**src/rtl/id_ex_fwd_stage.sv**
```systemverilog
// id_ex_fwd_stage
//   ID/EX pipeline register for the 5-stage core.
//   - Captures decoded operands, immediate, destination and control.
//   - Detects load-use hazards: raises stall (combinational) and drops a bubble into EX.
//   - Registers the 2-bit select codes for the two EX operand muxes
//     (00 regfile, 01 EX/MEM result, 10 MEM/WB result, 11 immediate on B).
//   - Bypasses the MEM/WB write-back value into the captured operand data
//     when WB writes a register that ID reads in the same cycle.
// Ports
//   CLK, RST               clock / synchronous active-low reset
//   id_*                   decoded instruction currently in ID
//   flush                  kill the ID instruction
//   exmem_*, memwb_*       destinations of the older in-flight instructions
//   stall                  hold PC and IF/ID this cycle
//   ex_*                   registered ID/EX contents and operand mux selects

// Per-operand forwarding lane: select code and WB-bypassed data for one source.
module id_ex_fwd_lane #(
  parameter int DW  = 32,
  parameter int RAW = 5
) (
  input  logic [RAW-1:0] src,
  input  logic [DW-1:0]  rf_data,
  input  logic           ex_valid,
  input  logic           ex_reg_write,
  input  logic [RAW-1:0] ex_rd,
  input  logic           exmem_reg_write,
  input  logic [RAW-1:0] exmem_rd,
  input  logic           memwb_reg_write,
  input  logic [RAW-1:0] memwb_rd,
  input  logic [DW-1:0]  memwb_wb_data,
  output logic [1:0]     sel,
  output logic [DW-1:0]  data
);
  // A non-zero source is the only way a match can happen, so comparing
  // against src!=0 covers the "rd!=0" condition for every producer.
  logic nz;
  assign nz = (src != '0);

  always_comb begin
    sel = 2'b00;
    // Current EX becomes next EX/MEM: nearest producer, checked first.
    if (nz && ex_valid && ex_reg_write && (ex_rd == src))
      sel = 2'b01;
    else if (nz && exmem_reg_write && (exmem_rd == src))
      sel = 2'b10;
  end

  assign data = (nz && memwb_reg_write && (memwb_rd == src)) ? memwb_wb_data : rf_data;
endmodule

module id_ex_fwd_stage #(
  parameter int DATA_WIDTH     = 32,
  parameter int REG_ADDR_WIDTH = 5,
  parameter int CTRL_WIDTH     = 8
) (
  input  logic                      CLK,
  input  logic                      RST,
  input  logic                      id_valid,
  input  logic [REG_ADDR_WIDTH-1:0] id_rs,
  input  logic [REG_ADDR_WIDTH-1:0] id_rt,
  input  logic [REG_ADDR_WIDTH-1:0] id_rd,
  input  logic                      id_uses_rs,
  input  logic                      id_uses_rt,
  input  logic [DATA_WIDTH-1:0]     id_rs_data,
  input  logic [DATA_WIDTH-1:0]     id_rt_data,
  input  logic [DATA_WIDTH-1:0]     id_imm,
  input  logic                      id_alu_src,
  input  logic                      id_mem_read,
  input  logic                      id_reg_write,
  input  logic [CTRL_WIDTH-1:0]     id_ctrl,
  input  logic                      flush,
  input  logic                      exmem_reg_write,
  input  logic [REG_ADDR_WIDTH-1:0] exmem_rd,
  input  logic                      memwb_reg_write,
  input  logic [REG_ADDR_WIDTH-1:0] memwb_rd,
  input  logic [DATA_WIDTH-1:0]     memwb_wb_data,
  output logic                      stall,
  output logic                      ex_valid,
  output logic                      ex_mem_read,
  output logic                      ex_reg_write,
  output logic [REG_ADDR_WIDTH-1:0] ex_rd,
  output logic [CTRL_WIDTH-1:0]     ex_ctrl,
  output logic [DATA_WIDTH-1:0]     ex_rs_data,
  output logic [DATA_WIDTH-1:0]     ex_rt_data,
  output logic [DATA_WIDTH-1:0]     ex_imm,
  output logic [1:0]                ex_fwd_a_sel,
  output logic [1:0]                ex_fwd_b_sel
);
  localparam logic [1:0] SEL_IMM = 2'b11;

  // Lane 0 = operand A (rs), lane 1 = operand B (rt).
  logic [1:0][REG_ADDR_WIDTH-1:0] lane_src;
  logic [1:0][DATA_WIDTH-1:0]     lane_rf;
  logic [1:0][1:0]                lane_sel;
  logic [1:0][DATA_WIDTH-1:0]     lane_data;

  assign lane_src = {id_rt, id_rs};
  assign lane_rf  = {id_rt_data, id_rs_data};

  for (genvar g = 0; g < 2; g++) begin : g_lane
    id_ex_fwd_lane #(.DW(DATA_WIDTH), .RAW(REG_ADDR_WIDTH)) u_lane (
      .src             (lane_src[g]),
      .rf_data         (lane_rf[g]),
      .ex_valid        (ex_valid),
      .ex_reg_write    (ex_reg_write),
      .ex_rd           (ex_rd),
      .exmem_reg_write (exmem_reg_write),
      .exmem_rd        (exmem_rd),
      .memwb_reg_write (memwb_reg_write),
      .memwb_rd        (memwb_rd),
      .memwb_wb_data   (memwb_wb_data),
      .sel             (lane_sel[g]),
      .data            (lane_data[g])
    );
  end

  // Load in EX whose result the ID instruction needs. The bubble clears
  // ex_mem_read, so this can never hold for two cycles in a row.
  assign stall = id_valid & ~flush & ex_valid & ex_mem_read & (ex_rd != '0) &
                 ((id_uses_rs & (ex_rd == id_rs)) | (id_uses_rt & (ex_rd == id_rt)));

  always_ff @(posedge CLK) begin
    if (!RST) begin
      ex_valid     <= 1'b0;
      ex_mem_read  <= 1'b0;
      ex_reg_write <= 1'b0;
      ex_rd        <= '0;
      ex_ctrl      <= '0;
      ex_rs_data   <= '0;
      ex_rt_data   <= '0;
      ex_imm       <= '0;
      ex_fwd_a_sel <= 2'b00;
      ex_fwd_b_sel <= 2'b00;
    end else if (flush || stall || !id_valid) begin
      // Bubble: only the qualifiers and selects matter; data regs hold.
      ex_valid     <= 1'b0;
      ex_mem_read  <= 1'b0;
      ex_reg_write <= 1'b0;
      ex_fwd_a_sel <= 2'b00;
      ex_fwd_b_sel <= 2'b00;
    end else begin
      ex_valid     <= 1'b1;
      ex_mem_read  <= id_mem_read;
      ex_reg_write <= id_reg_write;
      ex_rd        <= id_rd;
      ex_ctrl      <= id_ctrl;
      ex_rs_data   <= lane_data[0];
      ex_rt_data   <= lane_data[1];
      ex_imm       <= id_imm;
      ex_fwd_a_sel <= lane_sel[0];
      ex_fwd_b_sel <= id_alu_src ? SEL_IMM : lane_sel[1];
    end
  end
endmodule

```
**config.mk**
```make
export PLATFORM = sky130hd
export DESIGN_NAME = id_ex_fwd_stage
export DESIGN_NICKNAME = d
export VERILOG_FILES = /design/src/rtl/id_ex_fwd_stage.sv
export SDC_FILE = /design/constraint.sdc
export NUM_CORES = 1
export LEC_CHECK = 0
export BUFFER_PORTS_ARGS = -buffer_cell sky130_fd_sc_hd__buf_2
export CAP_MARGIN = 15
export CORE_AREA = 3 3 174 176
export CTS_BUF_LIST = sky130_fd_sc_hd__clkbuf_4 sky130_fd_sc_hd__clkbuf_8 sky130_fd_sc_hd__clkbuf_16
export DETAILED_ROUTE_END_ITERATION = 10
export DIE_AREA = 0 0 177 179
export GPL_ROUTABILITY_DRIVEN = 0
export HOLD_SLACK_MARGIN = 0.08
export PLACE_DENSITY = 0.6
export SYNTH_ARGS = -nofsm -noshare
export SYNTH_HDL_FRONTEND = slang
export SYNTH_HIERARCHICAL = 1
export SYNTH_SLANG_ARGS = --single-unit
```
**constraint.sdc**
```tcl
create_clock -name CLK -period 2.4 [get_ports CLK]
set_clock_uncertainty 0.2 [all_clocks]
set_input_delay 0.12 -clock CLK [delete_from_list [all_inputs] [get_ports CLK]]
set_output_delay 0.12 -clock CLK [all_outputs]
set_load 0.03 [all_outputs]
```
After elaboration in Yosys (flattened, before gate mapping). Cells that the tools add are included.

Bits in registers: 116. Word-level logic and storage cells: 57. Input bits: 172.

Multiplexer cells: 8. Reductions and logical operators: 22. Bitwise logic cells: 10. Eq/ne operators: 6.

Operator list (count): 32-bit 2-to-1 mux (2); 5-bit equality test (6); 5-bit nonzero test (3); 1-bit logical AND (14); 2-bit 2-to-1 mux (4); 1-bit AND (7); 3-bit OR reduction (1); 1-bit logical OR (2); 1-bit 2-to-1 mux (2); 1-bit inverter (2); 2-bit OR reduction (1); 1-bit zero test (1); 1-bit bitwise OR (1).

Logic depth before layout (Yosys ltp). Gate-level depths: netlist (run 1).

Depth after elaboration: 9. Mapped depth: 8.

By module. The synthesis (run 1) kept the hierarchy.

By module, submodules not included: id_ex_fwd_stage (cells an instance 843, sequential area each 2322.2 µm², instances 1, area an instance 7164.4 µm²); id_ex_fwd_lane (cells an instance 64, sequential area each 0.0 µm², instances 2, area an instance 729.4 µm²).

Worst setup path after synthesis (run 1). No wires, ideal clock.

Path type: reg2out. Start point: reg ex_rd[4]. End point: out stall. Stages on the path, launching flop included: 7. Required time: 2080 ps. Path slack: -77 ps. Data arrival time: 2157 ps. Buffers on the path: 2. Cell sequence: dfxtp_1 clkbuf_1 xnor2_1 nand4_1 o22a_1 clkbuf_1 nor3_1.

Longest elaborated chain between the ends: 4. Elaborated cells between the ends (all ways): 8. Classes of those cells: eq/ne: 2; bitwise: 5; reduce/logical: 1.

RTL lines: start: declaration (RTL line 82) `output logic [REG_ADDR_WIDTH-1:0] ex_rd,`; start signal: assignment (RTL line 146) `ex_rd <= id_rd;`; 5-bit equality test (RTL line 121) `((id_uses_rs & (ex_rd == id_rs)) | (id_uses_rt & (ex_rd == id_rt)));`; 1-bit AND (RTL line 121); 1-bit bitwise OR (RTL line 121); 1-bit AND (*) (RTL line 120) `assign stall = id_valid & ~flush & ex_valid & ex_mem_read & (ex_rd != '0) &`; end: declaration (RTL line 78) `output logic stall,`.

Mark *: on every way between the ends. The rest lies on a longest branch, timed or not.

Worst setup path in the final report (run 1).
Start point: in id_rs[2]. End point: out stall.

Longest elaborated chain between the ends: 4.

RTL lines: start: declaration (RTL line 60) `input logic [REG_ADDR_WIDTH-1:0] id_rs,`; 5-bit equality test (RTL line 121); 1-bit AND (RTL line 121); 1-bit bitwise OR (RTL line 121); 1-bit AND (RTL line 120).

Every way passes these cells.

==> metrics.cfg, run 1 <==
[setup_path]
slowest_stage=dlygate4sd3_1
cp-start-kind=input pin
cp.required_ns=2.08
worstRegToRegCells=6
max_stage_delay_ns=0.56
critical-path-top-delay-family=buffers and inverters
critical_path.max_fanout=13
crit_buf_inv=4
cp.arrival_ns=2.01
worstPathCellList=buf_2, dlygate4sd3_1, buf_4, xnor2_1, nand2_4, o22a_4, nor3_4, buf_6
cp-end-kind=primary output
crit_cells=8
critical_path_class=in -> out

[grt]
grt_pass1_wl_um=56800
grt_pass1_vias=10400
grt_max_degree=111
grt_use_total=0.219
grtUsageMet2=0.356
grt_use_met3=0.0464
grt_overflow=0
busiest_layer=met2
antenna_found_initial=1
grt_util_met1=0.286

[power]
power_density_nw_per_um2=532
p_clk_frac=0.390
power.static_leakage_nw=5.20
switchingPower_mw=2.31
switching_share=0.336
pwr-share-comb=0.284
worst_ir_drop_vdd_mv=0.378
seqPwrFrac=0.326
internal_power_mw=4.57

[placed_design]
dpl.hpwl_um=21000
dp_cells=1552
port-buffer-count=288
dp_slack_ns=-0.234

[logic_synthesis]
synthCells=971
ys_ff_latch=116
synth_fp_nets=1143
synth.top_cell.area_share=0.269
yosys_warnings=6
synth_top_cells_by_count=clkbuf_1, dfxtp_1, o221ai_1
synth_area_leaders=dfxtp_1, o221ai_1, a32oi_1
yosysMostFrequentCell=clkbuf_1
synth_edf_count=0
ys_types=32
ys_seq_area_frac=0.269
synth-main-ff-cell=dfxtp_1
syn_avg_cell_area_um2=8.88
synthArstFlopShare=0
yosys.area.top_type=dfxtp_1
syn-cell-area_um2=8620

[drt]
drtPass1Iterations=5
drtIter0Drc=895
drc=0
routed_wl_um=36700
post_drt_wl_per_cell_um=20.9
detail-route-antenna-nets=0
vias=10600
vias_per_cell=6.04

[floorplanning]
die_w_um=177
die-area_um2=31700
initial_utilization=0.300
ios=289
core-area_um2=28800
die_y_um=179
rows=62

[clock_tree]
cts_buffer_depth=2
path_clk_slew_ns=0.06
clock_latency_ns=0.41
cts_buffers=17
cts-root-buf=clkbuf_16
htreeDepth=4
cts_tree=done
cts_num_sinks=116

[flow_run]
max_cap_viol_count=0

[cells_and_area]
drive_above_1_share=0.344
final_core_util=0.450
syn_to_final_growth_pct=50.1
stdcell_count=1754
fin_nets=1529

[sta]
slew_violations=0
period_minus_slack_ns=2.33
finalCritPeriodShare=0.972
whs_ns=0.119
tightest_slew_ns=0.835
setup-violations-final=0
maxSlewHeadroom=0.439
max_freq_mhz=429
fin_ws_ns=0.0681
hold_viol_final=0

[min_path]
hold_path.class=in -> reg
hold_depth=3

[outcome]
status=completed

==> sequential cells by signal (all words and copies together) (netlist names) <==
register and cells:
ex_valid 1, ex_reg_write 1, ex_rd 5, ex_fwd_b_sel 2, ex_rt_data 32, ex_ctrl 8
ex_fwd_a_sel 2, ex_imm 32, ex_mem_read 1, ex_rs_data 32
==> cell families after synthesis <==
kind of cell           count (synthesis)  synth area share
AO/OA/AOI/OAI                        342             0.331
AND/OR/NAND/NOR                      255             0.170
XOR/XNOR                              34            0.0345
flip-flops                           116             0.269
buffers and inverters                160            0.0862
multiplexers                          64             0.110
==> routing by layer <==
metal	part of all wire	vias to the layer above
met5	0	-
met4	0.022	0
met3	0.078	52
met2	0.47	584
met1	0.42	5166
li1	-	4786
==> through the flow <==
stage,TNS [ns],power (mW),area [um^2]
floorplan,0,3.30,8630
CTS,0,6.90,12800
detailed placement,-6.13,3.97,10600
global route,-0.0144,7.15,12900
finish,0,6.88,12900
global placement,-6.19,3.96,10600
==> cell usage in the layout (no fill, tap or decap), types with 6 or more instances in the layout <==
master / n
a32oi_1: 109
mux2_4: 60
o221ai_1: 111
nand3_1: 109
xnor2_1: 30
buf_4: 47
clkbuf_16: 17
and3_1: 108
o211ai_1: 110
buf_12: 21
dlygate4sd3_1: 159
nand4_1: 6
buf_2: 286
dfxtp_1: 113
a211oi_1: 6
nand2_1: 7
inv_1: 8
==> timing repair <==
action,in CTS,in global routing
resized for setup,5,10
hold buffers,160,0
setup buffers,1,9
endpoints found under the setup margin,1,2
gates cloned,0,0
endpoints found under the hold margin,115,0
pin swaps,0,6
==> final timing paths <==
check / startpoint / end / slack [ns]
worst min-delay path: RST / ex_imm[0]$_SDFFE_PN0N_ / 0.12
worst max-delay path: id_rs[2] / stall / 0.07
worst max register to register: ex_rd[4]$_SDFFE_PN0N_ / ex_fwd_b_sel[0]$_SDFF_PP0_ / 0.11
worst min register to register: ex_rt_data[16]$_SDFFE_PN0N_ / ex_rt_data[16]$_SDFFE_PN0N_ / 0.30
==> worst reg2reg max path: stages (launching register included) <==
cell	delay, ns
dfxtp_1	0.51
inv_1	0.11
a2111o_1	0.41
nor4_1	0.55
buf_4	0.21
nor2_1	0.04
a211oi_1	0.18
==> power groups by stage <==
| stage | sequential (mW) | clock (mW) | combinational [mW] |
|---|---|---|---|
| 2_1_floorplan | 2.58 | 0 | 0.720 |
| 3_3_place_gp | 2.27 | 0 | 1.69 |
| 3_5_place_dp | 2.28 | 0 | 1.69 |
| 4_1_cts | 2.24 | 2.76 | 1.91 |
| 5_1_grt | 2.26 | 2.82 | 2.07 |
| 6_report | 2.24 | 2.69 | 1.95 |
==> cell type report <==
| type | instances | area, um^2 |
|---|---|---|
| fill | 2713 | 15800 |
| multi-input combinational | 695 | 5630 |
| timing repair buffer | 519 | 3870 |
| sequential | 116 | 2330 |
| tap | 384 | 480 |
| clock buffer | 19 | 447 |
| clock inverter | 12 | 156 |
| inverter | 8 | 30.0 |
| antenna | 1 | 2.50 |
Note: power is estimated with default switching activity, not from simulation.
==> run 2, diff against run 1 <==
==> config.mk (replaced) <==
export PLATFORM = sky130hd
export DESIGN_NAME = id_ex_fwd_stage
export DESIGN_NICKNAME = d
export VERILOG_FILES = /design/src/rtl/id_ex_fwd_stage.sv
export SDC_FILE = /design/constraint.sdc
export NUM_CORES = 1
export LEC_CHECK = 0
export BUFFER_PORTS_ARGS = -buffer_cell sky130_fd_sc_hd__buf_2
export CAP_MARGIN = 15
export CORE_AREA = 3 3 133 135
export CTS_CLUSTER_DIAMETER = 60
export DETAILED_ROUTE_END_ITERATION = 10
export DIE_AREA = 0 0 136 138
export GPL_ROUTABILITY_DRIVEN = 0
export HOLD_SLACK_MARGIN = 0.08
export PLACE_DENSITY = 0.89
export SYNTH_ARGS = -nofsm -noshare
export SYNTH_HDL_FRONTEND = slang
export SYNTH_HIERARCHICAL = 1
export SYNTH_SLANG_ARGS = --single-unit
==> metrics.cfg, run 2 (synthesis gave the netlist of run 1 again) <==
[grt]
antenna_found_initial=7
grt_pass1_vias=10800
grt_util_met1=0.444
grt_max_degree=111
grt_use_met3=0.0945
grtUsageMet2=0.588
grt_pass1_wl_um=57800
grt_overflow=0
grt_use_total=0.374
busiest_layer=met2

[setup_path]
cpMostUsedCell=inv_1
reg2reg_slack_ns=-0.09
critical_path.max_fanout=6
rr_startpoint=ex_rd[4]$_SDFFE_PN0N_
worstPathCellList=inv_1, o221ai_1, dlygate4sd3_1, nor4_4, nor4_2, inv_1, a211oi_1
worstRegToRegCells=7
critical_path_class=reg -> reg
slowest_stage=dlygate4sd3_1
cp-start-kind=flop
max_stage_delay_ns=0.74
cp-end-kind=flop
cp.arrival_ns=2.61
rr_endpoint=ex_fwd_a_sel[1]$_SDFF_PP0_
cp.required_ns=2.53

[sta]
max_freq_mhz=402
maxSlewHeadroom=0.574
tightest_slew_ns=0.639
setup-violations-final=2
slew_violations=0
hold_viol_final=0
period_minus_slack_ns=2.49
fin_ws_ns=-0.0852
finalCritPeriodShare=1.04

[cells_and_area]
fill_cells=1042
final_common_cell=buf_2
fin_nets=1501
syn_to_final_growth_pct=45.7
reg_top3=ex_imm x32, ex_rs_data x32, ex_rt_data x32
drive_above_1_share=0.330
final_cell_mix=buf_2, dlygate4sd3_1, dfxtp_1
final_core_util=0.758

[drt]
drtPass1Iterations=6
routed_wl_um=38000
drc=0
detail-route-antenna-nets=0
drtIter0Drc=1423
post_drt_wl_per_cell_um=24.2
vias_per_cell=7.21
vias=11300

[placed_design]
dpl.hpwl_um=18700
dp_slack_ns=-0.0188
port-buffer-count=288

[power]
power.static_leakage_nw=5.05
worst_ir_drop_vdd_mv=0.488
power_density_nw_per_um2=547

[clock_tree]
clock_latency_ns=0.41
cts_buffer_depth=2
cts_tree=done
htreeDepth=4
path_clk_slew_ns=0.05
cts-root-buf=clkbuf_16
cts_buffers=17
cts_num_sinks=116

[min_path]
hp-start=RST
min_to=ex_rd[0]$_SDFFE_PN0N_
hold_path.class=in -> reg
hold_depth=3

[floorplanning]
die_y_um=138
core-area_um2=16600
ios=289
die_w_um=136
die-area_um2=18800
initial_utilization=0.520
rows=47

[flow_run]
max_cap_viol_count=0

[outcome]
failed_checks=setup timing
status=complete, but fails checks

==> run 2: cell count changes in the layout (fill, tap and decap cells not counted), sizes merged <==
| cell | delta |
|---|---|
| dlymetal6s4s | -1 |
| clkbuf | +2 |
| diode | +7 |
| buf | -31 |
| clkinv | +1 |
| clkinvlp | -2 |
| dlygate4sd3 | +4 |
| inv | -1 |
==> run 2: how the worst max path moves through the flow <==
stage / startpoint / end / slack (ns) / depth (start not counted)
after floorplan: ex_rd[4]$_SDFFE_PN0N_ / stall / 0.17 / 6
after global placement: id_rs[4] / ex_rs_data[17]$_SDFFE_PN0N_ / 0.07 / 9
after detailed placement: id_rs[4] / ex_rs_data[19]$_SDFFE_PN0N_ / -0.02 / 9
after CTS: ex_rd[0]$_SDFFE_PN0N_ / stall / 0.02 / 6
after global routing: ex_rd[2]$_SDFFE_PN0N_ / ex_fwd_a_sel[0]$_SDFF_PP0_ / -0.38 / 7
final: ex_rd[4]$_SDFFE_PN0N_ / ex_fwd_a_sel[1]$_SDFF_PP0_ / -0.09 / 7
==> run 2: stage by stage <==
stage	total power, mW	hold WS [ns]	setup TNS (ns)	cell area (um^2)	std cells
after floorplan	3.30	0.0335	0	8630	971
after global placement	3.89	0.144	0	10200	1363
after detailed placement	3.91	0.145	-0.0188	10200	1363
after CTS	6.76	0.0810	0	12500	1561
after global routing	7.06	0.114	-0.700	12600	1568
final	6.87	0.108	-0.135	12600	1569
==> run 2: timing repair <==
| item | CTS | global route |
|---|---|---|
| pin swaps | 1 | 0 |
| buffers inserted | 4 | 0 |
| hold buffers | 163 | 0 |
| endpoints found under the setup margin | 1 | 52 |
| hold endpoints to repair | 115 | 0 |
| resized for setup | 3 | 10 |
==> run 2: final cells by class <==
| type | instances | area (um^2) | share of cell area |
|---|---|---|---|
| Multi-Input combinational cell | 695 | 5650 | 0.449 |
| Timing Repair Buffer | 491 | 3660 | 0.292 |
| Sequential cell | 116 | 2330 | 0.185 |
| Clock buffer | 21 | 470 | 0.0374 |
| Tap cell | 220 | 275 | 0.0219 |
| Clock inverter | 10 | 130 | 0.0104 |
| Inverter | 8 | 30.0 | 0.00239 |
| Antenna cell | 8 | 20.0 | 0.00159 |
==> run 2: report_power, final <==
group / switching (mW) / internal [mW]
clock: 0.935 / 1.70
sequential: 0.160 / 2.10
combinational: 1.18 / 0.793
total: 2.27 / 4.59
==> run 2: per-layer routing <==
layer / vias to the layer above / routed length, um
li1: 4743 / -
met1: 5221 / 13000
met2: 1083 / 17500
met3: 270 / 4700
met4: 0 / 2850
met5: - / 0
==> run 2: critical path: cells and delay by family, from the launching register on <==
| family | cells | cell delay (ns) |
|---|---|---|
| flip-flops | 1 | 0.50 |
| AO/OA/AOI/OAI | 2 | 0.34 |
| AND/OR/NAND/NOR | 2 | 0.41 |
| buffers and inverters | 3 | 0.95 |
